===== src/rtl/interrupt_scheduler_if.sv =====
// Core <-> interrupt scheduler signal bundle: sources and PC in, redirect, saved PC and cause out.
interface interrupt_scheduler_if #(
  parameter int PC_WIDTH    = 11,
  parameter int TIMER_WIDTH = 16,
  parameter int CAUSE_WIDTH = 32
);
  logic                   Halt;
  logic                   SetTimer;
  logic [TIMER_WIDTH-1:0] TimerValue;
  logic                   KeyIrq;
  logic [PC_WIDTH-1:0]    NextPC;
  logic                   GetInterruption;
  logic                   ForcePC;
  logic [PC_WIDTH-1:0]    VectorPC;
  logic [PC_WIDTH-1:0]    SavedPC;
  logic [CAUSE_WIDTH-1:0] Cause;
  logic                   InHandler;

  modport master (
    output Halt, SetTimer, TimerValue, KeyIrq, NextPC, GetInterruption,
    input  ForcePC, VectorPC, SavedPC, Cause, InHandler
  );

  modport slave (
    input  Halt, SetTimer, TimerValue, KeyIrq, NextPC, GetInterruption,
    output ForcePC, VectorPC, SavedPC, Cause, InHandler
  );
endinterface


===== src/rtl/interrupt_scheduler.sv =====
// Preemption timer, fixed-priority interrupt take and kernel masking for the single-cycle core.
// Optional keyboard source enabled by defining INT_SCHED_KEYBOARD_EN.
//
//  state     | meaning
//  ----------+-------------------------------------------------------------
//  ST_USER   | user code; timer counts, any pending source is taken
//  ST_KERNEL | handler running; timer frozen, sources latch until the ack
module interrupt_scheduler #(
  parameter int          PC_WIDTH    = 11,
  parameter int          TIMER_WIDTH = 16,
  parameter int unsigned VECTOR_ADDR = 0,
  parameter int          CAUSE_WIDTH = 32
) (
  input logic                  Clock,
  input logic                  Reset_n,
  interrupt_scheduler_if.slave irq
);

  typedef enum logic {ST_USER, ST_KERNEL} state_t;

  localparam int P_TMR  = 0;
  localparam int P_HALT = 1;
  localparam int P_KEY  = 2;

  state_t                 state, state_next;
  logic [2:0]             pending;
  logic [2:0]             pend_set, pend_clr, win;
  logic [1:0]             take_code;
  logic                   force_pc;
  logic [TIMER_WIDTH-1:0] counter, quantum;
  logic                   armed, expire, disarm, key_set;

`ifdef INT_SCHED_KEYBOARD_EN
  assign key_set = irq.KeyIrq;
`else
  logic unused_key_irq;
  assign unused_key_irq = irq.KeyIrq;
  assign key_set        = 1'b0;
`endif

  assign armed  = (quantum != '0);
  assign expire = !irq.SetTimer && (state == ST_USER) && armed
                  && (counter == TIMER_WIDTH'(1));
  assign disarm = irq.SetTimer && (irq.TimerValue == '0);

  always_ff @(posedge Clock) begin
    if (!Reset_n) state <= ST_USER;
    else          state <= state_next;
  end

  always_comb begin
    state_next = state;
    force_pc   = 1'b0;
    win        = 3'b000;
    take_code  = 2'd0;
    case (state)
      ST_USER: begin
        if (|pending) begin
          force_pc   = 1'b1;
          state_next = ST_KERNEL;
          if (pending[P_HALT]) begin
            win[P_HALT] = 1'b1;
            take_code   = 2'd2;
          end else if (pending[P_TMR]) begin
            win[P_TMR] = 1'b1;
            take_code  = 2'd1;
          end else begin
            win[P_KEY] = 1'b1;
            take_code  = 2'd3;
          end
        end
      end
      ST_KERNEL: begin
        if (irq.GetInterruption) state_next = ST_USER;
      end
      default: state_next = ST_USER;
    endcase
  end

  // A set in the same cycle beats the take or disarm clear of that bit.
  assign pend_set = {key_set, irq.Halt, expire};
  assign pend_clr = win | {2'b00, disarm};

  always_ff @(posedge Clock) begin
    if (!Reset_n) begin
      pending       <= '0;
      counter       <= '0;
      quantum       <= '0;
      irq.SavedPC   <= '0;
      irq.Cause     <= '0;
      irq.InHandler <= 1'b0;
    end else begin
      pending <= (pending & ~pend_clr) | pend_set;

      if (irq.SetTimer) begin
        quantum <= irq.TimerValue;
        counter <= irq.TimerValue;
      end else if ((state == ST_USER) && armed) begin
        if (counter == TIMER_WIDTH'(1)) counter <= quantum;
        else if (counter != '0)         counter <= counter - TIMER_WIDTH'(1);
      end

      if (force_pc) begin
        irq.SavedPC   <= irq.NextPC;
        irq.Cause     <= CAUSE_WIDTH'(take_code);
        irq.InHandler <= 1'b1;
      end else if ((state == ST_KERNEL) && irq.GetInterruption) begin
        irq.Cause     <= '0;
        irq.InHandler <= 1'b0;
      end
    end
  end

  assign irq.ForcePC  = force_pc;
  assign irq.VectorPC = PC_WIDTH'(VECTOR_ADDR);

endmodule

===== src/flat_wrapper.sv =====
// flat-port wrapper written by rule: the top's interface ports become plain ports
module interrupt_scheduler_flat 
#(
  parameter int          PC_WIDTH    = 11,
  parameter int          TIMER_WIDTH = 16,
  parameter int unsigned VECTOR_ADDR = 0,
  parameter int          CAUSE_WIDTH = 32
)
  (Clock, Reset_n, irq_Halt, irq_SetTimer, irq_TimerValue, irq_KeyIrq, irq_NextPC, irq_GetInterruption, irq_ForcePC, irq_VectorPC, irq_SavedPC, irq_Cause, irq_InHandler);
  interrupt_scheduler_if #(.PC_WIDTH(PC_WIDTH), .TIMER_WIDTH(TIMER_WIDTH), .CAUSE_WIDTH(CAUSE_WIDTH)) irq_i ();
  input logic Clock;
  input logic Reset_n;
  input wire logic [$bits(irq_i.Halt)-1:0] irq_Halt;
  input wire logic [$bits(irq_i.SetTimer)-1:0] irq_SetTimer;
  input wire logic [$bits(irq_i.TimerValue)-1:0] irq_TimerValue;
  input wire logic [$bits(irq_i.KeyIrq)-1:0] irq_KeyIrq;
  input wire logic [$bits(irq_i.NextPC)-1:0] irq_NextPC;
  input wire logic [$bits(irq_i.GetInterruption)-1:0] irq_GetInterruption;
  output wire logic [$bits(irq_i.ForcePC)-1:0] irq_ForcePC;
  output wire logic [$bits(irq_i.VectorPC)-1:0] irq_VectorPC;
  output wire logic [$bits(irq_i.SavedPC)-1:0] irq_SavedPC;
  output wire logic [$bits(irq_i.Cause)-1:0] irq_Cause;
  output wire logic [$bits(irq_i.InHandler)-1:0] irq_InHandler;
  assign irq_i.Halt = irq_Halt;
  assign irq_i.SetTimer = irq_SetTimer;
  assign irq_i.TimerValue = irq_TimerValue;
  assign irq_i.KeyIrq = irq_KeyIrq;
  assign irq_i.NextPC = irq_NextPC;
  assign irq_i.GetInterruption = irq_GetInterruption;
  assign irq_ForcePC = irq_i.ForcePC;
  assign irq_VectorPC = irq_i.VectorPC;
  assign irq_SavedPC = irq_i.SavedPC;
  assign irq_Cause = irq_i.Cause;
  assign irq_InHandler = irq_i.InHandler;
  interrupt_scheduler #(.PC_WIDTH(PC_WIDTH), .TIMER_WIDTH(TIMER_WIDTH), .VECTOR_ADDR(VECTOR_ADDR), .CAUSE_WIDTH(CAUSE_WIDTH)) u_core (.Clock(Clock), .Reset_n(Reset_n), .irq(irq_i));
endmodule

===== config.mk =====
export PLATFORM = sky130hd
export DESIGN_NAME = interrupt_scheduler_flat
export DESIGN_NICKNAME = d
export VERILOG_FILES = /design/src/rtl/interrupt_scheduler_if.sv /design/src/rtl/interrupt_scheduler.sv /design/src/flat_wrapper.sv
export SDC_FILE = /design/constraint.sdc
export NUM_CORES = 1
export LEC_CHECK = 0
export BUFFER_PORTS_ARGS = -buffer_cell sky130_fd_sc_hd__buf_2
export CAP_MARGIN = 20
export CORE_ASPECT_RATIO = 2
export CORE_MARGIN = 1.5
export CORE_UTILIZATION = 51
export DETAILED_ROUTE_END_ITERATION = 10
export PLACE_DENSITY = 0.87
export SYNTH_ARGS = -nofsm -noshare
export SYNTH_HDL_FRONTEND = slang
export SYNTH_SLANG_ARGS = --single-unit
export TNS_END_PERCENT = 100

===== constraint.sdc =====
create_clock -name Clock -period 2.6 [get_ports Clock]
set_input_delay 0.26 -clock Clock [delete_from_list [all_inputs] [get_ports Clock]]
set_output_delay 0.26 -clock Clock [all_outputs]
set_load 0.05 [all_outputs]

=== Word-level counts from Yosys, hierarchy flattened ===
Cells that the tools add are included.

* Bits in read-only memories: 0
* Memories kept: 0
* Memory bits (writable): 0
* Latch bits: 0
* Bits in registers: 50
* Logic and storage cells: 52
* Bits of input ports: 33

* Reductions and logical operators: 15
* Shifts and indexed selects: 0
* Bitwise operators: 5
* Multipliers: 0
* Divide/modulo/power cells: 0
* Add/subtract/negate cells: 1
* Equality and inequality tests: 1
* Multiplexer cells: 23
* Order comparisons: 0

{| class="wikitable"
|+ Operators with widths
! kind !! count
|-
| $mux 16 || 4
|-
| $reduce_bool 16->1 || 2
|-
| $eq 16x1->1 const B || 1
|-
| $logic_not 16->1 || 1
|-
| $sub 16x1->16 const B || 1
|-
| $mux 2 || 6
|-
| $mux 1 || 10
|-
| $logic_and 1x1->1 || 6
|-
| $mux 3 || 2
|-
| $reduce_bool 2->1 || 2
|-
| $and 3x3->3 || 1
|-
| $not 3->3 || 1
|-
| $or 3x1->3 || 1
|-
| $or 3x2->3 || 1
|-
| $reduce_bool 3->1 || 1
|-
| $reduce_or 3->1 || 1
|-
| $pmux 1 s2 || 1
|-
| $reduce_and 2->1 || 1
|-
| $logic_not 1->1 || 1
|-
| $not 1->1 || 1
|}

=== Depth between registers and ports, before layout ===
Gate-level depths: netlist of run 1.

* Depth in word-level cells: 8
* Mapped depth: 8
* Mapped depth without buffers: 7

=== Worst setup path after synthesis of run 1 ===
OpenSTA, ideal clock, no wires.

* Path kind: register -> register
* From: reg u_core.counter[5]
* To: reg u_core.counter[8]
* Library setup time: 0.116 ns
* Path slack: 0.748 ns
* Arrival time: 1.736 ns
* Data required time: 2.484 ns
* Cell stages (with the launch flop): 8
* Path through: dfxtp_1 buf_2 nor4_4 nand4_4 o21a_1 buf_6 a211o_1 o211a_1

* Word-level cells in the longest chain between the ends: 5

{| class="wikitable"
|+ RTL lines
! item !! line !! RTL
|-
| start: declaration || interrupt_scheduler.sv:30 || <nowiki>logic [TIMER_WIDTH-1:0] counter, quantum;</nowiki>
|-
| start signal: assignment || interrupt_scheduler.sv:97 || <nowiki>counter <= irq.TimerValue;</nowiki>
|-
| start signal: assignment || interrupt_scheduler.sv:99 || <nowiki>if (counter == TIMER_WIDTH'(1)) counter <= quantum;</nowiki>
|-
| start signal: assignment || interrupt_scheduler.sv:100 || <nowiki>else if (counter != '0) counter <= counter - TIMER_WIDTH'(1);</nowiki>
|-
| $sub 16x1->16 || interrupt_scheduler.sv:100 ||
|-
| $mux 16 || interrupt_scheduler.sv:100 ||
|-
| $mux 16 || interrupt_scheduler.sv:99 ||
|-
| $mux 16 || interrupt_scheduler.sv:98 || <nowiki>end else if ((state == ST_USER) && armed) begin</nowiki>
|-
| $mux 16 || interrupt_scheduler.sv:95 || <nowiki>if (irq.SetTimer) begin</nowiki>
|}

Parallel ways exist; a longest one is shown, timed or not. The select of a mux whose other input is x is not followed.
A chain may end at the register's enable or synchronous reset.

=== Worst setup path in the final report of run 1 ===
* From: reg u_core.quantum[12]
* To: reg u_core.counter[8]

* Word-level cells in the longest chain between the ends: 4

{| class="wikitable"
|+ RTL lines
! item !! line !! RTL
|-
| start: declaration || interrupt_scheduler.sv:30 ||
|-
| start signal: assignment || interrupt_scheduler.sv:96 || <nowiki>quantum <= irq.TimerValue;</nowiki>
|-
| $reduce_bool 16->1 || interrupt_scheduler.sv:41 || <nowiki>assign armed = (quantum != '0);</nowiki>
|-
| $logic_and 1x1->1 || interrupt_scheduler.sv:98 ||
|-
| $reduce_bool 2->1 (no line) || -- ||
|-
| $reduce_and 2->1 (no line) || -- ||
|}

No other way between the ends.

==> impl_results.md, run 1 <==
* I/O pin total at 89
* Final wirelength at 6.84 mm
* Power share of the sequential group at 43.9%
* Final Hold Viols at 0
* Placed insts at 433
* Post-synthesis async set-or-reset flop share at 0%
* Seq cells post-synth at 50
* Required time of the critical path at 2.80 ns
* Power density cells at 659 nW/um2
* DP Worst Slack at 0.580 ns
* Die W at 55.8 um
* Hold-fix buffers, CTS at 0
* Mapped cell area at 2840 um2
* Startpoint class of the critical path: flip-flop
* Final cell count without fillers at 441
* Syn avg cell area at 8.42 um2
* Adder-Cell Fraction of Synth Area at 1.32%
* Initial antenna violation count at 0
* Input/output buffers at 46
* Setup WS post-layout at 0.508 ns
* Maximum root-to-sink buffer count at 2
* Routability cong. at 0.905
* Clk sink count at 50
* Placement Rows at 38
* Post-cts sizing count at 0
* Period minus WS final at 2.09 ns
* Commonest cells after routing, fill and taps aside: 50 x dfxtp_1, 46 x buf_2, 41 x conb_1
* Logic pwr share at 29.2%
* Final core occ at 57.3%
* Crit Path Class: flip-flop to flip-flop
* XOR/XNOR Fraction of Synth Area at 2.47%
* Clock latency at the later pin of the worst-skew pair at 0.31 ns
* Main synth FF type: dfxtp_1
* Outcome: completed
* Internal power component at 1.29 mW
* Initial DRC Count at 115
* Slew Limit Fails at 0
* Net Switching at 0.733 mW
* Post-synth EDFFs at 0
* Final HPWL DP at 5.16 mm
* RSZ-0062 raised after global routing: no
* Drc violations at 0
* Total gr overflow at 0
* Sw frac at 36.2%
* Worst slew pin tran at 0.576 ns
* Relative slew slack at 61.2%
* Skew final at 0.00988 ns
* Critical Path End Type: flip-flop
* Postcts setup bufs at 0
* Period Utilization, post-route at 80.5%
* Area Growth Syn to Fin at 8.37%
* Number of global-route vias before repair at 2320
* GRT Resource Usage Total at 22.6%
* Via density at 5.74
* DRT Pass-1 Iters at 4
* Synth warn at 0
* WP data arrival at 2.29 ns
* Mux cell area share after synthesis at 5.64%
* Most common cell after layout, fill and taps aside: dfxtp_1
* CTS Buf Count at 5
* Max-cap violation count at 0
* Clock transition at path regs at 0.09 ns
* CTS tree: done
* DR vias at 2530
* Root Buffer: clkbuf_8
* Initial Utilization at 52.8%
* Layout Nets at 416
* Area share of and/or/nand/nor cells after synthesis at 21.5%
* Routed Antenna Nets at 0
* Peak supply drop at 0.000540 V
* Share of cells above drive strength 1 at 19.4%
* H-tree depth at 2
* Hold Crit Class: primary input to flip-flop
* Die height at 109 um
* Wire length per cell at 15.5 um
* Seq/Total Area, Yosys at 35.3%
* Main combinational cell family by area after synthesis: simple AND/OR/NAND/NOR gates
* Post-synthesis compound-gate area fraction at 18.8%
* Max Clock Freq at 478 MHz
* Core area at 5370 um2
* First-pass GRT wire length at 10.8 mm
* Clk pwr share at 26.8%
* Hold WS at 0.188 ns
* Count of cell types in the netlist at 56
* Max FO, Critical Path at 9
* Setup TNS at 0 ns
* Final setup viols at 0
* LEAKAGE at 1.37 nW
* Post-synthesis cell count at 337
* N_diodes at 0
* Largest net degree at the start of global routing at 33
* Full die area at 6050 um2
[through the flow]
stage | power [mW] | area, um2
final | 2.03 | 3080
after global routing | 2.10 | 3080
after CTS | 2.03 | 3080
after detailed placement | 1.49 | 2970
after global placement | 1.48 | 2970
after floorplan | 1.41 | 2990
[power groups by stage]
stage | clock, mW | combinational, mW | sequential, mW
after floorplan | 0 | 0.489 | 0.919
after global placement | 0 | 0.575 | 0.901
after detailed placement | 0 | 0.586 | 0.905
after CTS | 0.549 | 0.589 | 0.888
after global routing | 0.569 | 0.633 | 0.896
final | 0.544 | 0.593 | 0.891
[synth_stat cells (3+ instances only)]
cell type,instances,area (um2)
dfxtp_1,50,1000
a2bb2oi_1,3,26.3
inv_1,5,18.8
ha_1,3,37.5
nor4_1,8,50.1
and2_1,3,18.8
a21oi_1,21,105
nor2_1,39,146
o21ai_1,4,20.0
nor3_1,8,40.0
a211oi_1,6,45.0
and3_1,3,18.8
o21a_1,4,30.0
buf_2,3,15.0
a211o_1,5,43.8
o21ai_0,11,55.1
mux2i_1,16,160
a221oi_1,3,26.3
clkbuf_1,12,45.0
nand3_1,7,35.0
o211ai_1,3,22.5
nand2_1,26,97.6
buf_4,42,315
xnor2_1,4,35.0
a31oi_1,6,37.5
xor2_1,4,35.0
nand2b_1,3,18.8
[logic make-up after synthesis]
kind of cell,after synthesis
simple gates,114
other cells,1
xor+xnor,8
compound gates,79
buf+inv,66
flops,50
mux,16
fa+ha+maj,3
[critical path, stage by stage, from the launching register on]
cell and delay [ns]:
dfxtp_1 0.35, nor4_1 0.53, a41oi_1 0.21, buf_4 0.22, o21a_1 0.24, a211o_1 0.32, o211a_1 0.12
[registers in the layout, summed over array words and instances, names as in the netlist]
name                  cells
u_core.counter           16
u_core.irq.Cause          2
u_core.quantum           16
u_core.irq.InHandler      1
u_core.state              1
u_core.pending            3
u_core.irq.SavedPC       11
[final timing paths]
| check | start | end | slack, ns | depth (start not counted) |
|---|---|---|---|---|
| hold / removal | irq_NextPC[4] | u_core.irq.SavedPC[4]$_SDFFE_PN0P_ | 0.19 | 3 |
| setup reg to reg | u_core.quantum[12]$_SDFFE_PN0P_ | u_core.counter[8]$_SDFFE_PN0P_ | 0.51 | 6 |
| hold reg to reg | u_core.quantum[13]$_SDFFE_PN0P_ | u_core.quantum[13]$_SDFFE_PN0P_ | 0.49 | 2 |
| setup / recovery | u_core.quantum[12]$_SDFFE_PN0P_ | u_core.counter[8]$_SDFFE_PN0P_ | 0.51 | 6 |
[layout make-up]
cell class / count / area (um2)
clock inverters: 3 / 40.0
fillers: 440 / 2300
repair buffers: 56 / 305
multi-input cells: 261 / 1560
well taps: 60 / 75.1
clock buffers: 5 / 68.8
flip-flops and latches: 50 / 1000
inverters: 6 / 22.5
[per-layer routing]
metal	track usage (%)	vias to the layer above	share of wire [%]
li1	-	1194	-
met1	21.9	1163	35
met4	14.1	0	4.8
met5	0	-	0
met3	3.11	25	5.9
met2	43.5	148	54
No activity file was read; power rests on OpenSTA's default activity.
==> run 2, diff against run 1 <==
==> constraint.sdc (replaced) <==
create_clock -name Clock -period 1.95 [get_ports Clock]
set_input_delay 0.195 -clock Clock [delete_from_list [all_inputs] [get_ports Clock]]
set_output_delay 0.195 -clock Clock [all_outputs]
set_load 0.05 [all_outputs]
==> impl_results.md, run 2 (same netlist as run 1, synthesis figures left out) <==
* Outcome: completed
* Final HPWL DP at 5.49 mm (+6.4%)
* Max Clock Freq at 526 MHz (+10%)
* Input/output buffers at 46 (unchanged)
* Startpoint class of the critical path: flip-flop
* Wire length per cell at 17.3 um (+12%)
* Max FO, Critical Path at 4 (-5)
* Slew Limit Fails at 0 (unchanged)
* RSZ-0062 raised after global routing: yes
* Layout Nets at 440 (+5.8%)
* Peak supply drop at 0.000720 V (+33%)
* Die W at 55.8 um (unchanged)
* Required time of the critical path at 2.16 ns (-0.64 ns)
* Skew final at 0.00261 ns (-0.00727 ns)
* Buffer and inverter count on the worst path at 3 (+2)
* Initial antenna violation count at 0 (unchanged)
* Biggest regs: u_core.counter x16, u_core.quantum x16, u_core.irq.SavedPC x11
* CTS tree: done
* Hold Crit Class: primary input to flip-flop
* Slowest CP cell: dfxtp_4
* CTS Buf Count at 5 (unchanged)
* GRT Resource Usage Total at 26.3% (+3.7 points)
* I/O pin total at 89 (unchanged)
* Finished Cell Area at 3370 um2 (+9.6%)
* Worst slew pin tran at 0.580 ns (+0.00308 ns)
* Max-cap violation count at 0 (unchanged)
* Period Utilization, post-route at 97.4% (+17 points)
* Number of global-route vias before repair at 2655 (+14%)
* Clk sink count at 50 (unchanged)
* Met1 Usage GRT at 23.7% (+1.9 points)
* Final Hold Viols at 0 (unchanged)
* Die height at 109 um (unchanged)
* Maximum root-to-sink buffer count at 2 (unchanged)
* H-tree depth at 2 (unchanged)
* Root Buffer: clkbuf_8
* Share of cells above drive strength 1 at 26.9% (+7.5 points)
* Largest net degree at the start of global routing at 33 (unchanged)
* Initial Utilization at 52.8% (unchanged)
* Cell mode on critical path: buf_4
* DR vias at 2780 (+9.9%)
* LEAKAGE at 1.53 nW (+12%)
* Total gr overflow at 0 (unchanged)
* First-pass GRT wire length at 12.4 mm (+15%)
* Placement Rows at 38 (unchanged)
* DRT Pass-1 Iters at 6 (+2)
* Met2 usage at 47.7% (+4.3 points)
* GRT Max-Usage Layer: met2
* Via density at 5.98 (+4.2%)
* N_diodes at 0 (unchanged)
* WP data arrival at 2.11 ns (-0.18 ns)
* Full die area at 6050 um2 (unchanged)
* CP Cell Sequence: inv_1 -> ha_1 -> buf_4 -> nor3b_2 -> buf_4 -> nand3_1 -> xor2_2 -> a211oi_2 -> o31a_1
* Clock latency at the later pin of the worst-skew pair at 0.31 ns (about the same)
* Period minus WS final at 1.90 ns (-0.192 ns)
* Most common cell after layout, fill and taps aside: dfxtp_1
* Largest stage delay, worst path at 0.37 ns (-0.16 ns)
* Routed Antenna Nets at 0 (unchanged)
* Final core occ at 62.8% (+5.5 points)
* Multi-input logic area at 1630 um2 (+4.4%)
* Setup TNS at 0 ns (unchanged)
* Met3 Resource Use GR at 4.55% (+1.4 points)
* FILL cells at 386 (-12%)
* Power density cells at 896 nW/um2 (+36%)
* Hold-fix buffers, CTS at 0 (unchanged)
* Post-DP Area at 3120 um2 (+5.2%)
* CP delay by family, top: compound AO/OA/AOI/OAI gates
* Initial DRC Count at 139 (+21%)
* Final setup viols at 0 (unchanged)
* Clock transition at path regs at 0.09 ns (about the same)
* Register area at 1010 um2 (+0.50%)
* Area Growth Syn to Fin at 18.8%
* Core area at 5370 um2 (unchanged)
* Crit Path Class: flip-flop to flip-flop
* Power Total at 3.02 mW (+49%)
* Routability cong. at 0.887 (-2.0%)
* Critical Path End Type: flip-flop
* Final wirelength at 8.07 mm (+18%)
* Drc violations at 0 (unchanged)
* Relative slew slack at 61.0% (-0.21 points)
* Commonest cells after routing, fill and taps aside: 48 x dfxtp_1, 46 x buf_2, 41 x conb_1
## run 2: worst register-to-register path, delay by kind of cell, from the launching register on
| kind | cells | cell delay, ns |
|---|---|---|
| simple gates | 2 | 0.27 |
| fa+ha+maj | 1 | 0.21 |
| flops | 1 | 0.37 |
| buf+inv | 3 | 0.37 |
| xor+xnor | 1 | 0.19 |
| compound gates | 2 | 0.38 |
## run 2: layer usage
layer | up-vias | wire (um)
li1 | 1242 | -
met1 | 1286 | 2650
met2 | 194 | 4140
met3 | 58 | 578
met4 | 0 | 694
met5 | - | 0
## run 2: layout make-up
type | instances | share of cell area, %
Inverter | 6 | 0.668
Multi-Input combinational cell | 261 | 48.4
Tap cell | 60 | 2.23
Clock buffer | 5 | 2.04
Sequential cell | 50 | 29.8
Timing Repair Buffer | 80 | 14.8
Clock inverter | 3 | 2.04
## run 2: through the flow
step                setup WS [ns]  std cells  hold slack (ns)
CTS                        0.0221        460            0.114
floorplan                  0.0980        377            0.312
finish                     0.0499        465            0.108
global placement          0.00221        452            0.424
global route              -0.0303        465            0.105
detailed placement        -0.0757        452            0.438
## run 2: repair_timing
action	CTS	global route
resized for setup	3	12
endpoints found under the setup margin	8	8
pin swaps	0	2
buffers inserted	0	5
## run 2: final timing paths
check                                            end  slack [ns]  cells after the start                            from
setup reg to reg     u_core.counter[12]$_SDFFE_PN0P_        0.05                      9  u_core.counter[0]$_SDFFE_PN0P_
hold / removal    u_core.irq.SavedPC[2]$_SDFFE_PN0P_        0.11                      3                   irq_NextPC[2]
hold reg to reg       u_core.quantum[4]$_SDFFE_PN0P_        0.50                      2  u_core.quantum[4]$_SDFFE_PN0P_
setup / recovery     u_core.counter[12]$_SDFFE_PN0P_        0.05                      9  u_core.counter[0]$_SDFFE_PN0P_
## run 2: power by group
part / internal [mW] / switching (mW)
registers: 1.09 / 0.0798
logic: 0.348 / 0.616
clock network: 0.514 / 0.370
total: 1.96 / 1.07
==> run 3, diff against run 2 <==
--- a/config.mk
+++ b/config.mk
@@ -9,9 +9,10 @@
 export CAP_MARGIN = 20
 export CORE_ASPECT_RATIO = 2
 export CORE_MARGIN = 1.5
-export CORE_UTILIZATION = 51
+export CORE_UTILIZATION = 48
+export CTS_BUF_LIST = sky130_fd_sc_hd__clkbuf_8
 export DETAILED_ROUTE_END_ITERATION = 10
-export PLACE_DENSITY = 0.87
+export PLACE_DENSITY = 0.86
 export SYNTH_ARGS = -nofsm -noshare
 export SYNTH_HDL_FRONTEND = slang
 export SYNTH_SLANG_ARGS = --single-unit
==> constraint.sdc (replaced) <==
create_clock -name Clock -period 1.5 [get_ports Clock]
set_input_delay 0.15 -clock Clock [delete_from_list [all_inputs] [get_ports Clock]]
set_output_delay 0.15 -clock Clock [all_outputs]
set_load 0.05 [all_outputs]
==> impl_results.md, run 3 (same netlist as run 1, synthesis figures left out) <==
* Outcome: complete, but fails checks
* Failing checks: setup timing
* Largest net degree at the start of global routing at 29 (-12%)
* Largest stage delay, worst path at 0.43 ns (+0.06 ns)
* Die W at 57.4 um (+2.9%)
* DRT Pass-1 Iters at 7 (+1)
* CP Cell Sequence: inv_2 -> buf_6 -> ha_4 -> or3b_4 -> nor4_4 -> xnor2_1 -> a211oi_2 -> o31a_1
* Final wirelength at 10.3 mm (+27%)
* Period Utilization, post-route at 127% (+29 points)
* Post-DP Area at 3420 um2 (+9.4%)
* Clock latency at the later pin of the worst-skew pair at 0.32 ns (about the same)
* Routability cong. at 0.956 (+7.8%)
* Worst Hold Depth at 3 (unchanged)
* Worst R2R Start: u_core.counter[1]$_SDFFE_PN0P_
* Biggest regs: u_core.counter x16, u_core.quantum x16, u_core.irq.SavedPC x11
* Met2 WL at 5.31 mm (+28%)
* Peak supply drop at 0.00101 V (+40%)
* Commonest cells after routing, fill and taps aside: 58 x buf_4, 45 x buf_2, 41 x conb_1
* GRT Resource Usage Total at 30.5% (+4.2 points)
* RSZ-0062 raised after global routing: yes
* Initial DRC Count at 238 (+71%)
* Initial Utilization at 49.7% (-3.1 points)
* Total gr overflow at 0 (unchanged)
* Core area at 5710 um2 (+6.3%)
* CP delay by family, top: simple AND/OR/NAND/NOR gates
* Skew final at 0.00762 ns (+0.00501 ns)
* Worst R2R Setup Slack at -0.40 ns (-0.45 ns)
* Slew Limit Fails at 0 (unchanged)
* Root Buffer: clkbuf_8
* DR vias at 3133 (+13%)
* Net Switching at 1.63 mW (+53%)
* FILL cells at 386 (unchanged)
* Reg2reg path depth at 8 (-1)
* Area Growth Syn to Fin at 43.2%
* Layout Nets at 485 (+10%)
* Initial antenna violation count at 0 (unchanged)
* I/O pin total at 89 (unchanged)
* Multi-input logic area at 1870 um2 (+15%)
* Final HPWL DP at 5.90 mm (+7.5%)
* Top Metal Used: met4
* Slowest CP cell: or3b_4
* Setup WS post-layout at -0.400 ns (-0.450 ns)
* H-tree depth at 2 (unchanged)
* Hold path startpoint: irq_Halt
* Routed Antenna Nets at 0 (unchanged)
* Logic pwr share at 40.8% (+8.9 points)
* Startpoint class of the critical path: flip-flop
* Max FO, Critical Path at 4 (unchanged)
* CTS Buf Count at 5 (unchanged)
* Clock transition at path regs at 0.10 ns (about the same)
* Final setup viols at 17 (+17)
* Buffer and inverter count on the worst path at 2 (-1)
* CTS tree: done
* Internal power component at 2.65 mW (+35%)
* Most common cell after layout, fill and taps aside: buf_4
* Final Hold Viols at 0 (unchanged)
* Number of global-route vias before repair at 3040 (+15%)
* Input/output buffers at 46 (unchanged)
* Maximum root-to-sink buffer count at 2 (unchanged)
* Max-cap violation count at 0 (unchanged)
* Clk sink count at 50 (unchanged)
* Crit Path Class: flip-flop to flip-flop
* Power share of the sequential group at 35.8% (-3.0 points)
* Power density cells at 1050 nW/um2 (+17%)
* DRT met1 WL at 3.43 mm (+29%)
* Routed wl met3 at 757 um (+31%)
* WP data arrival at 2.11 ns (about the same)
* Finished Cell Area at 4070 um2 (+21%)
* Hold Path End: u_core.pending[1]$_SDFF_PN0_
* Full die area at 6410 um2 (+6.0%)
* Max Clock Freq at 526 MHz (about the same)
* Clk pwr share at 23.4% (-5.9 points)
* Register area at 1030 um2 (+2.4%)
* Die height at 112 um (+3.0%)
* Hold WS at 0.0592 ns (-0.0490 ns)
* Via density at 6.13 (+2.6%)
* Sw frac at 38.2% (+2.9 points)
* Wire length per cell at 20.1 um (+16%)
* Required time of the critical path at 1.71 ns (-0.45 ns)
* Hold Crit Class: primary input to flip-flop
* Reg2reg end: u_core.counter[10]$_SDFFE_PN0P_
* LEAKAGE at 1.83 nW (+19%)
* Placement Rows at 39 (+2.6%)
* N_diodes at 0 (unchanged)
* Period minus WS final at 1.90 ns (-0.000455 ns)
* Critical Path End Type: flip-flop
* Drc violations at 0 (unchanged)
* First-pass GRT wire length at 15.2 mm (+23%)
* Share of cells above drive strength 1 at 44.9% (+18 points)
## run 3: cell count changes in the layout (fill, tap and decap cells not counted), moves of 4 or more
cell and change:
dfxtp_2 +10, buf_4 +25, buf_6 +17, nor4_1 -4, nor2_1 -5, dfxtp_1 -13
nor2_2 +4, buf_12 +4, o21ai_2 +4
## run 3: routing by layer
layer  vias up  global-route usage [%]
met3        82                    4.30
met5         -                       0
met2       261                    54.2
met1      1455                    31.8
li1       1335                       -
met4         0                    20.2
## run 3: cell type report
type	instances	area share (%)
clock buffer	5	1.69
tap	61	1.88
sequential	50	25.3
timing repair buffer	125	23.4
multi-input combinational	261	46.1
inverter	6	0.554
clock inverter	3	1.08
## run 3: worst max-delay path by stage
stage | startpoint | endpoint | slack (ns) | cells after the start
after floorplan | u_core.counter[5]$_SDFFE_PN0P_ | u_core.counter[8]$_SDFFE_PN0P_ | -0.34 | 7
after global placement | u_core.quantum[9]$_SDFFE_PN0P_ | u_core.counter[8]$_SDFFE_PN0P_ | -0.35 | 7
after detailed placement | u_core.counter[1]$_SDFFE_PN0P_ | u_core.counter[6]$_SDFFE_PN0P_ | -0.43 | 8
after CTS | u_core.counter[1]$_SDFFE_PN0P_ | u_core.counter[10]$_SDFFE_PN0P_ | -0.34 | 8
after global routing | u_core.counter[1]$_SDFFE_PN0P_ | u_core.counter[10]$_SDFFE_PN0P_ | -0.50 | 8
final | u_core.counter[1]$_SDFFE_PN0P_ | u_core.counter[10]$_SDFFE_PN0P_ | -0.40 | 8
## run 3: through the flow
step                      utilization (%)  std cells  setup WS [ns]  setup TNS [ns]  power (mW)
after floorplan                         -        377         -0.336           -4.08        2.46
after global placement               59.8        487         -0.355           -4.34        2.79
after detailed placement             59.8        487         -0.434           -5.92        2.84
after CTS                            67.8        503         -0.341           -3.65        4.01
after global routing                 71.2        511         -0.502           -6.15        4.42
final                                71.2        511         -0.400           -5.16        4.28
## run 3: power groups by stage
stage	logic [mW]	registers (mW)	clock network [mW]
CTS	1.50	1.52	0.990
finish	1.75	1.53	1.00
detailed placement	1.31	1.53	0
floorplan	0.864	1.60	0
global placement	1.27	1.52	0
global route	1.82	1.54	1.06
## run 3: repair_timing
action	in CTS	in global routing
hold buffers	0	0
gates resized for setup	67	35
setup buffers	8	9
cloned	1	0
pin swaps	18	22
setup endpoints to repair	18	18
## run 3: worst reg2reg max path, stage by stage (launching register included)
cell and delay, ns:
dfxtp_2 0.34, inv_2 0.08, buf_6 0.10, ha_4 0.12, or3b_4 0.43, nor4_4 0.17
xnor2_1 0.19, a211oi_2 0.11, o31a_1 0.25
